### src/rtl/param_fifo.sv
// Synchronous FIFO with almost-full/almost-empty thresholds and sticky error flags.
// The read path is either a registered output or first-word-fall-through.
module param_fifo #(
  parameter int DATA_W   = 8,
  parameter int DEPTH    = 16,
  parameter int AF_LEVEL = DEPTH - 2,
  parameter int AE_LEVEL = 2,
  parameter int FWFT     = 0
) (
  input  logic                     clk,
  input  logic                     rst,
  input  logic                     clear,
  input  logic [DATA_W-1:0]        din,
  input  logic                     write,
  input  logic                     read,
  output logic [DATA_W-1:0]        dout,
  output logic                     dout_valid,
  output logic [$clog2(DEPTH):0]   count,
  output logic                     full,
  output logic                     empty,
  output logic                     almost_full,
  output logic                     almost_empty,
  output logic                     overflow,
  output logic                     underflow
);
  localparam int AW = $clog2(DEPTH);
  localparam int CW = AW + 1;

  logic [DATA_W-1:0] mem [DEPTH];
  logic [AW-1:0]     head, tail;
  logic              rd_ok, wr_ok;

  // Flags come straight off the registered count.
  assign full         = (count == CW'(DEPTH));
  assign empty        = (count == '0);
  assign almost_full  = (count >= CW'(AF_LEVEL));
  assign almost_empty = (count <= CW'(AE_LEVEL));

  // A full FIFO can still take a write if a read frees a slot in the same cycle.
  assign rd_ok = read & ~empty;
  assign wr_ok = write & (~full | rd_ok);

  // Storage is never reset; pointers and count alone decide what is valid.
  always_ff @(posedge clk) begin
    if (wr_ok && !clear) mem[head] <= din;
  end

  always_ff @(posedge clk or posedge rst) begin
    if (rst) begin
      head      <= '0;
      tail      <= '0;
      count     <= '0;
      overflow  <= 1'b0;
      underflow <= 1'b0;
    end else if (clear) begin
      head      <= '0;
      tail      <= '0;
      count     <= '0;
      overflow  <= 1'b0;
      underflow <= 1'b0;
    end else begin
      if (wr_ok) head <= head + AW'(1);
      if (rd_ok) tail <= tail + AW'(1);
      case ({wr_ok, rd_ok})
        2'b10:   count <= count + CW'(1);
        2'b01:   count <= count - CW'(1);
        default: count <= count;
      endcase
      if (write && !wr_ok) overflow  <= 1'b1;
      if (read  && !rd_ok) underflow <= 1'b1;
    end
  end

  generate
    if (FWFT != 0) begin : g_fwft
      assign dout       = mem[tail];
      assign dout_valid = ~empty;
    end else begin : g_reg
      logic [DATA_W-1:0] dq;
      logic              dv;
      always_ff @(posedge clk or posedge rst) begin
        if (rst) begin
          dq <= '0;
          dv <= 1'b0;
        end else if (clear) begin
          dq <= '0;
          dv <= 1'b0;
        end else begin
          dv <= rd_ok;
          if (rd_ok) dq <= mem[tail];
        end
      end
      assign dout       = dq;
      assign dout_valid = dv;
    end
  endgenerate

endmodule

### config.mk
export PLATFORM = sky130hd
export DESIGN_NAME = param_fifo
export DESIGN_NICKNAME = d
export VERILOG_FILES = /design/src/rtl/param_fifo.sv
export SDC_FILE = /design/constraint.sdc
export NUM_CORES = 1
export LEC_CHECK = 0
export BUFFER_PORTS_ARGS = -buffer_cell sky130_fd_sc_hd__buf_2
export CAP_MARGIN = 40
export CORE_UTILIZATION = 35
export DETAILED_ROUTE_END_ITERATION = 8
export PLACE_DENSITY = 0.48
export SLEW_MARGIN = 10
export SYNTH_ARGS = -nofsm -noshare
export SYNTH_HDL_FRONTEND = slang
export SYNTH_SLANG_ARGS = --single-unit
### constraint.sdc
create_clock -name clk -period 2.7 [get_ports clk]
set_clock_uncertainty 0.2 [all_clocks]
set_input_delay 0.54 -clock clk [delete_from_list [all_inputs] [get_ports clk]]
set_output_delay 0.54 -clock clk [all_outputs]
set_load 0.01 [all_outputs]
Word level (Yosys, flattened, before mapping)

Memories as Yosys holds them, arrays and structs flattened.
Cells that the tools add are included.

Add/sub/neg operators: 4
Magnitude comparators: 2
Equal/unequal tests: 3
Muxes and demuxes: 15
Bitwise operators: 5
Reductions and logical operators: 12

Operator list:

| cell                  | number |
|---|---|
| $mux W4               | 4 |
| $mux W8               | 2 |
| $pmux W5 S2           | 1 |
| $add A4 B1 Y4 const B | 2 |
| $reduce_bool A2 Y1    | 4 |
| $mux W1               | 7 |
| $add A5 B1 Y5 const B | 1 |
| $eq A5 B5 Y1 const B  | 1 |
| $ge A5 B4 Y1 const B  | 1 |
| $le A5 B2 Y1 const B  | 1 |
| $logic_not A5 Y1      | 1 |
| $mux W5               | 1 |
| $sub A5 B1 Y5 const B | 1 |
| $logic_and A1 B1 Y1   | 3 |
| $logic_not A1 Y1      | 3 |
| $reduce_bool A3 Y1    | 1 |
| $and A1 B1 Y1         | 2 |
| $eq A2 B1 Y1 const B  | 1 |
| $eq A2 B2 Y1 const B  | 1 |
| $not A1 Y1            | 2 |
| $or A1 B1 Y1          | 1 |

Register bits after elaboration: 24
RAM bits: 128
Bits of input ports: 13
Memories: 1

Memories:

| name | words | width | read ports | clocked after memory_dff | wr ports | RTL line | text |
|---|---|---|---|---|---|---|---|
| mem  | 16    | 8     | 1          | 0                        | 1        | 29       | `logic [DATA_W-1:0] mem [DEPTH];` |

Logic depth before layout (Yosys ltp)

Gate-level depths: netlist (run 1).

Depth in word-level cells: 9
Depth in mapped cells: 11
Gate-level depth less buffers: 10

Worst setup path before layout (run 1)

Ideal clock, no wire load.

Path kind: reg2reg
From: register count[3]
To: register count[4]
Data arrival time: 2592 ps
Required time: 2422 ps
Path slack: -169 ps
Stages on the path, launching flop included: 12
Path buffers: 1
Cell sequence: dfrtp_1 or4_4 buf_6 o21a_1 nand2b_1 inv_1 ha_1 nand2b_1 a21oi_1 or3_1 a21o_1 a21oi_1

Longest elaborated chain between the ends: 8
Elaborated cells between the ends (all ways): 14
Classes of those cells: add/sub: 2; eq/ne: 3; mux: 2; bitwise: 5; reduce/logical: 2

RTL lines:

| element                                             | RTL line | text |
|---|---|---|
| start: declaration                                  | 18       | `output logic [$clog2(DEPTH):0] count,` |
| start signal: assignment                            | 65       | `2'b10: count <= count + CW'(1);` |
| start signal: assignment                            | 66       | `2'b01: count <= count - CW'(1);` |
| start signal: assignment                            | 67       | `default: count <= count;` |
| $logic_not A5 Y1                                    | 35       | `assign empty = (count == '0);` |
| $not A1 Y1                                          | 40       | `assign rd_ok = read & ~empty;` |
| $and A1 B1 Y1                                       | 40       |  |
| $or A1 B1 Y1                                        | 41       | `assign wr_ok = write & (~full \| rd_ok);` |
| $and A1 B1 Y1                                       | 41       |  |
| $eq A2 B1 Y1 / $eq A2 B2 Y1 (equally long branches) | 64       | `case ({wr_ok, rd_ok})` |
| $pmux W5 S2                                         | 64       |  |
| $mux W5                                             | 55       | `end else if (clear) begin` |

Several ways; a longest one is shown, not always the timed one.
A chain may end at the register's enable or synchronous reset.

Worst setup path after layout (run 1)

From: register count[3]
To: output port full

Longest elaborated chain between the ends: 1

RTL lines:

| element          | RTL line | text |
|---|---|---|
| $eq A5 B5 Y1     | 34       | `assign full = (count == CW'(DEPTH));` |
| end: declaration | 19       | `output logic full,` |

Every way passes these cells.

==> results of run 1 <==
flip-flops by register name (all words and copies together) (netlist names):
register / cells
overflow: 1
dout_valid: 1
underflow: 1
count: 5
tail: 4
dout: 8
mem: 128
head: 4
layout by cell type (no fill, tap or decap), types with 8 or more instances in the layout:
cell	n
mux4_2	32
edfxtp_1	128
buf_4	28
buf_2	32
nor2_1	33
nand2_1	11
dfrtp_1	22
nand3b_1	9
o221ai_1	8
clkbuf_16	17
mux2i_1	16
cell families after synthesis:
group	Yosys count	synth area share, %
AOI/OAI and AO/OA	27	3.17
xor gates and xnor gates	9	1.26
and+or+nand+nor	72	5.79
muxes	51	14.6
DFF	152	71.2
adders and majority gates	9	1.92
buffers and inverters	28	2.06
cell type report:
type | instances | area (um^2)
tap | 225 | 282
clock inverter | 13 | 146
timing repair buffer | 64 | 432
sequential | 152 | 4450
clock buffer | 18 | 429
inverter | 8 | 30.0
fill | 1545 | 9860
multi-input combinational | 168 | 1730
layer usage:
layer	up-vias	track usage (%)
li1	1484	-
met1	1704	20.1
met2	56	27.6
met3	9	4.00
met4	0	5.12
met5	-	0
path summary, 6_finish.rpt:
| path | startpoint | end | cells after the start |
|---|---|---|---|
| min in group asynchronous | rst | count[0]$_DFFE_PP0P_ | 4 |
| worst min-delay path | clear | head[2]$_DFFE_PP0P_ | 2 |
| worst max register to register | count[3]$_DFFE_PP0P_ | count[3]$_DFFE_PP0P_ | 10 |
| worst min register to register | underflow$_DFFE_PP0P_ | underflow$_DFFE_PP0P_ | 2 |
| max in group asynchronous | rst | tail[2]$_DFFE_PP0P_ | 4 |
| worst max-delay path | count[3]$_DFFE_PP0P_ | full | 5 |
power by group through the flow:
| stage | clock network (mW) | logic [mW] | registers, mW |
|---|---|---|---|
| floorplan | 0 | 0.560 | 2.81 |
| global placement | 0 | 0.939 | 2.76 |
| detailed placement | 0 | 0.971 | 2.76 |
| CTS | 2.37 | 1.02 | 2.71 |
| global route | 2.45 | 1.11 | 2.72 |
| finish | 2.31 | 1.00 | 2.71 |
repair_timing:
action	CTS	global route
setup endpoints to repair	1	11
cloned	0	0
resized for setup	1	3
buffers inserted	2	1
hold buffers	1	0
endpoints found under the hold margin	24	0
pin swaps	1	3
stage by stage:
stage,instances,area [um^2]
after floorplan,348,6300
after detailed placement,613,6880
after CTS,647,7480
after global routing,648,7500
final,648,7500
after global placement,602,6790
critical path, cell delays in order (launching register included):
cell	delay, ns
dfrtp_2	0.39
or4_4	0.54
buf_6	0.14
or2_4	0.22
inv_1	0.05
buf_2	0.11
==> summary.md, run 1 <==
| Metric | Value |
|---|---|
| First-pass GRT wire length | `20.7 mm` |
| Clock power share | `38.3%` |
| Top Metal Used | `met4` |
| Initial antenna violation count | `0` |
| TritonCTS Buffers | `17` |
| Most frequent cell after synthesis | `edfxtp_1` |
| CP required | `1.96 ns` |
| Met2 WL | `6.85 mm` |
| Tot Pwr | `6.03 mW` |
| Syn_area_per_cell | `17.9 um^2` |
| Synth top area share | `61.5%` |
| CP max FO | `4` |
| Clock tree sinks | `152` |
| Most used DFF post-synth | `edfxtp_1` |
| CORE AREA | `17400 um^2` |
| WL/cell | `20.7 um` |
| Drt drc | `0` |
| Gpl congestion | `0.774` |
| List of most frequent post-synthesis cells | `128 x edfxtp_1, 36 x nor2_1, 32 x mux4_2, 24 x dfrtp_1, 16 x mux2i_1` |
| CP Capture Type | `primary output` |
| Ys Warns | `0` |
| HP Class | `in2reg` |
| # diodes | `0` |
| Sw Pwr | `1.56 mW` |
| Critical path data arrival time | `1.87 ns` |
| GR Util All Layers | `16.2%` |
| Setup CP Type | `reg2out` |
| Net Count, Synth | `370` |
| Synth-to-layout area growth | `20.0%` |
| Fin Hold WS | `0.234 ns` |
| H-tree Lvls | `4` |
| DP Worst Slack | `0.0844 ns` |
| Leak Pwr | `2.58 nW` |
| DR vias | `3253` |
| M1 WL | `5.99 mm` |
| Largest area contributor in the netlist | `edfxtp_1` |
| # rows | `48` |
| Status | `finished, final reports clean` |
| R2R setup slack | `0.10 ns` |
| Switch share | `25.9%` |
| IO Pins | `33` |
| Clock Pin Slew Worst Setup and Hold Paths | `0.06 ns` |
| Post-synth EDFFs | `128` |
| Post-route setup slack | `0.0861 ns` |
| DRT iter0 DRCs | `118` |
| Die Span Y | `136 um` |
| Yosys reg bits | `152` |
| Starting density of the core | `36.0%` |
| Die Wd | `136 um` |
| Final wirelength | `13.4 mm` |
| FFs w/ async S/R, synth | `15.8%` |
| Flop pwr share | `45.0%` |
| Final max-slew violation count | `0` |
| Post-DP HPWL | `8.68 mm` |
| Grt total ovfl | `0` |
| PD cells | `804 nW/um^2` |
| Pint | `4.47 mW` |
| Layout Nets | `433` |
| Syn Std Cell Area | `6250 um^2` |
| FMAX | `0.383 GHz` |
| # setup viols final | `0` |
| Area contributors post-synth | `edfxtp_1 62%, mux4_2 12%, dfrtp_1 9.6%` |
| Tmin final | `2.61 ns` |
| Worst rel slew slack | `41.7%` |
| Number of routed nets with antenna violations | `0` |
| Combinational Power Share | `16.6%` |
| Core Util, Final | `43.2%` |
| Share of cells above drive strength 1 | `34.5%` |
| Worst-Skew Late Latency | `0.42 ns` |
| Die area | `18400 um^2` |
| Startpoint Class | `flop` |
| CTS Buffer Depth | `2` |
| Clock root cell | `clkbuf_16` |
| MaxCap Viol Count | `0` |
| Largest net degree at the start of global routing | `34` |
| Synth unique cells | `38` |
| CTS tree | `yes` |
| Via density per instance | `5.02` |
| Syn Inst Count | `348` |
| First-pass DRT Iterations | `4` |
| Sequential area share after synthesis | `71.2%` |
| Metal3 WL | `439 um` |
| Slew @ Worst Pin | `0.871 ns` |
| Final Hold Viols | `0` |
| RSZ-0062 raised after global routing | `yes` |
| Tcrit/Tclk final | `96.8%` |
| Number of port buffers | `32` |
| VDD IR max | `0.000445 V` |
| Vias in the first global route | `3518` |
| Setup TNS | `0 ns` |
No activity file was read; power rests on OpenSTA's default activity.
==> inputs of run 2 (changes only) <==
--- a/config.mk
+++ b/config.mk
@@ -10,5 +10,5 @@
 export CORE_UTILIZATION = 35
 export DETAILED_ROUTE_END_ITERATION = 8
-export PLACE_DENSITY = 0.48
+export PLACE_DENSITY = 0.47
 export SLEW_MARGIN = 10
 export SYNTH_ARGS = -nofsm -noshare
==> constraint.sdc (replaced) <==
create_clock -name clk -period 2.8 [get_ports clk]
set_clock_uncertainty 0.2 [all_clocks]
set_input_delay 0.42 -clock clk [delete_from_list [all_inputs] [get_ports clk]]
set_output_delay 0.42 -clock clk [all_outputs]
set_load 0.01 [all_outputs]
==> summary.md, run 2 (same netlist as run 1, synthesis figures left out) <==
| Metric | Value |
|---|---|
| R2R setup slack | `0.16 ns` |
| Crit. Startpoint | `count[3]$_DFFE_PP0P_` |
| Die area | `18400 um^2` |
| Clock root cell | `clkbuf_16` |
| Most used cell, CP | `a21oi_1` |
| Final wirelength | `13.2 mm` |
| # fillers | `1517` |
| Grt total ovfl | `0` |
| Max FFs per register | `128` |
| Cell at the slowest stage of the critical path | `or4_4` |
| Commonest cells after routing, fill and taps aside | `128 x edfxtp_1, 36 x nor2_1, 32 x mux4_2, 32 x buf_2, 29 x buf_4` |
| Synth-to-layout area growth | `20.9%` |
| IO Pins | `33` |
| CTS tree | `yes` |
| DRT iter0 DRCs | `194` |
| FMAX | `0.379 GHz` |
| Largest net degree at the start of global routing | `34` |
| Fin Hold WS | `0.0817 ns` |
| Hold path start | `clear` |
| CP peak stage delay | `0.54 ns` |
| Share of cells above drive strength 1 | `34.0%` |
| Number of routed nets with antenna violations | `0` |
| Final max-slew violation count | `0` |
| Number of port buffers | `32` |
| First-pass GRT wire length | `20.4 mm` |
| # diodes | `0` |
| Die Wd | `136 um` |
| Gpl congestion | `0.869` |
| # setup viols final | `0` |
| Setup TNS | `0 ns` |
| DR vias | `3263` |
| CTS Buffer Depth | `2` |
| WL/cell | `20.3 um` |
| H-tree Lvls | `4` |
| Tmin final | `2.64 ns` |
| CP Capture Type | `flop` |
| Final Hold Viols | `0` |
| GR Util All Layers | `16.0%` |
| Vias in the first global route | `3410` |
| Slew @ Worst Pin | `0.832 ns` |
| TritonCTS Buffers | `17` |
| Clock Pin Slew Worst Setup and Hold Paths | `0.06 ns` |
| CP max FO | `5` |
| RSZ-0062 raised after global routing | `no` |
| VDD IR max | `0.000448 V` |
| MaxCap Viol Count | `0` |
| Post-DP HPWL | `8.77 mm` |
| Tcrit/Tclk final | `94.3%` |
| CP required | `2.95 ns` |
| Worst-Skew Late Latency | `0.43 ns` |
| Drt drc | `0` |
| Die Span Y | `136 um` |
| CORE AREA | `17400 um^2` |
| # rows | `48` |
| Critical path data arrival time | `2.78 ns` |
| Crit Reg-Reg Startpoint | `count[3]$_DFFE_PP0P_` |
| Status | `finished, final reports clean` |
| Initial antenna violation count | `0` |
| PD cells | `797 nW/um^2` |
| Clock tree sinks | `152` |
| Layout Nets | `433` |
| Top reg by flops | `mem` |
| Startpoint Class | `flop` |
| First-pass DRT Iterations | `6` |
| Setup CP Type | `reg2reg` |
| Critical path cell sequence | `or4_4, o21a_4, nand2b_4, inv_2, ha_4, nand2b_1, a21oi_1, nand2_1, a21o_1, a21oi_1` |
| Leak Pwr | `2.64 nW` |
| Via density per instance | `5.03` |
| Starting density of the core | `36.0%` |
| HP Class | `in2reg` |
| Most common cell after layout, fill and taps aside | `edfxtp_1` |
| Worst rel slew slack | `44.3%` |
## run 2: changes by cell type in the layout (fill, tap and decap cells not counted), moves of 2 or more
cell,delta
bufinv_16,+2
a21oi_2,-2
clkinvlp_4,-5
clkbuf_8,+3
nor2_2,-3
nor2_1,+3
a21oi_1,+2
## run 2: per-layer routing
layer	vias to the layer above	wire length, um	global-route usage [%]
met2	73	6550	25.8
met1	1676	5810	20.2
met4	0	281	7.12
met3	20	548	3.97
li1	1494	-	-
met5	-	0	0
## run 2: through the flow
stage	util (%)	power, mW	instance area (um^2)	instances	setup slack (ns)
4_1_cts	43.4	6.07	7530	648	0.0801
2_1_floorplan	-	3.22	6270	348	0.0313
3_5_place_dp	39.6	3.56	6870	615	0.0901
5_1_grt	43.5	6.25	7550	649	0.0780
6_report	43.5	6.02	7550	649	0.160
3_3_place_gp	39.0	3.54	6760	601	0.141
## run 2: what timing repair did
item | in CTS | in global routing
setup endpoints to repair | 0 | 1
endpoints found under the hold margin | 24 | 0
gates resized for setup | 0 | 1
hold buffers | 1 | 0
buffers inserted | 0 | 1
## run 2: final cells by class
cell class,count,area (um^2),area share [%]
tap,225,282,3.73
inverter,8,30.0,0.398
timing repair buffer,64,428,5.67
multi-input combinational,168,1710,22.7
sequential,152,4450,58.9
clock buffer,20,467,6.18
clock inverter,12,188,2.48
## run 2: final timing paths
path,end,depth (start not counted)
hold / removal,head[2]$_DFFE_PP0P_,2
min in group asynchronous,count[2]$_DFFE_PP0P_,4
setup reg to reg,count[4]$_DFFE_PP0P_,10
max in group asynchronous,head[2]$_DFFE_PP0P_,4
hold reg to reg,overflow$_DFFE_PP0P_,2
setup / recovery,count[4]$_DFFE_PP0P_,10
## run 2: power by group
group          internal, mW  switching, mW  leakage [nW]
clock network          1.58          0.930         0.320
registers              2.55         0.0606          1.47
logic                 0.399          0.497         0.851
## run 2: critical path: cells and delay by family, from the launching register on
family | cells | cell delay (ns)
DFF | 1 | 0.40
AOI/OAI and AO/OA | 4 | 0.86
adders and majority gates | 1 | 0.28
and+or+nand+nor | 4 | 0.75
buffers and inverters | 1 | 0.07
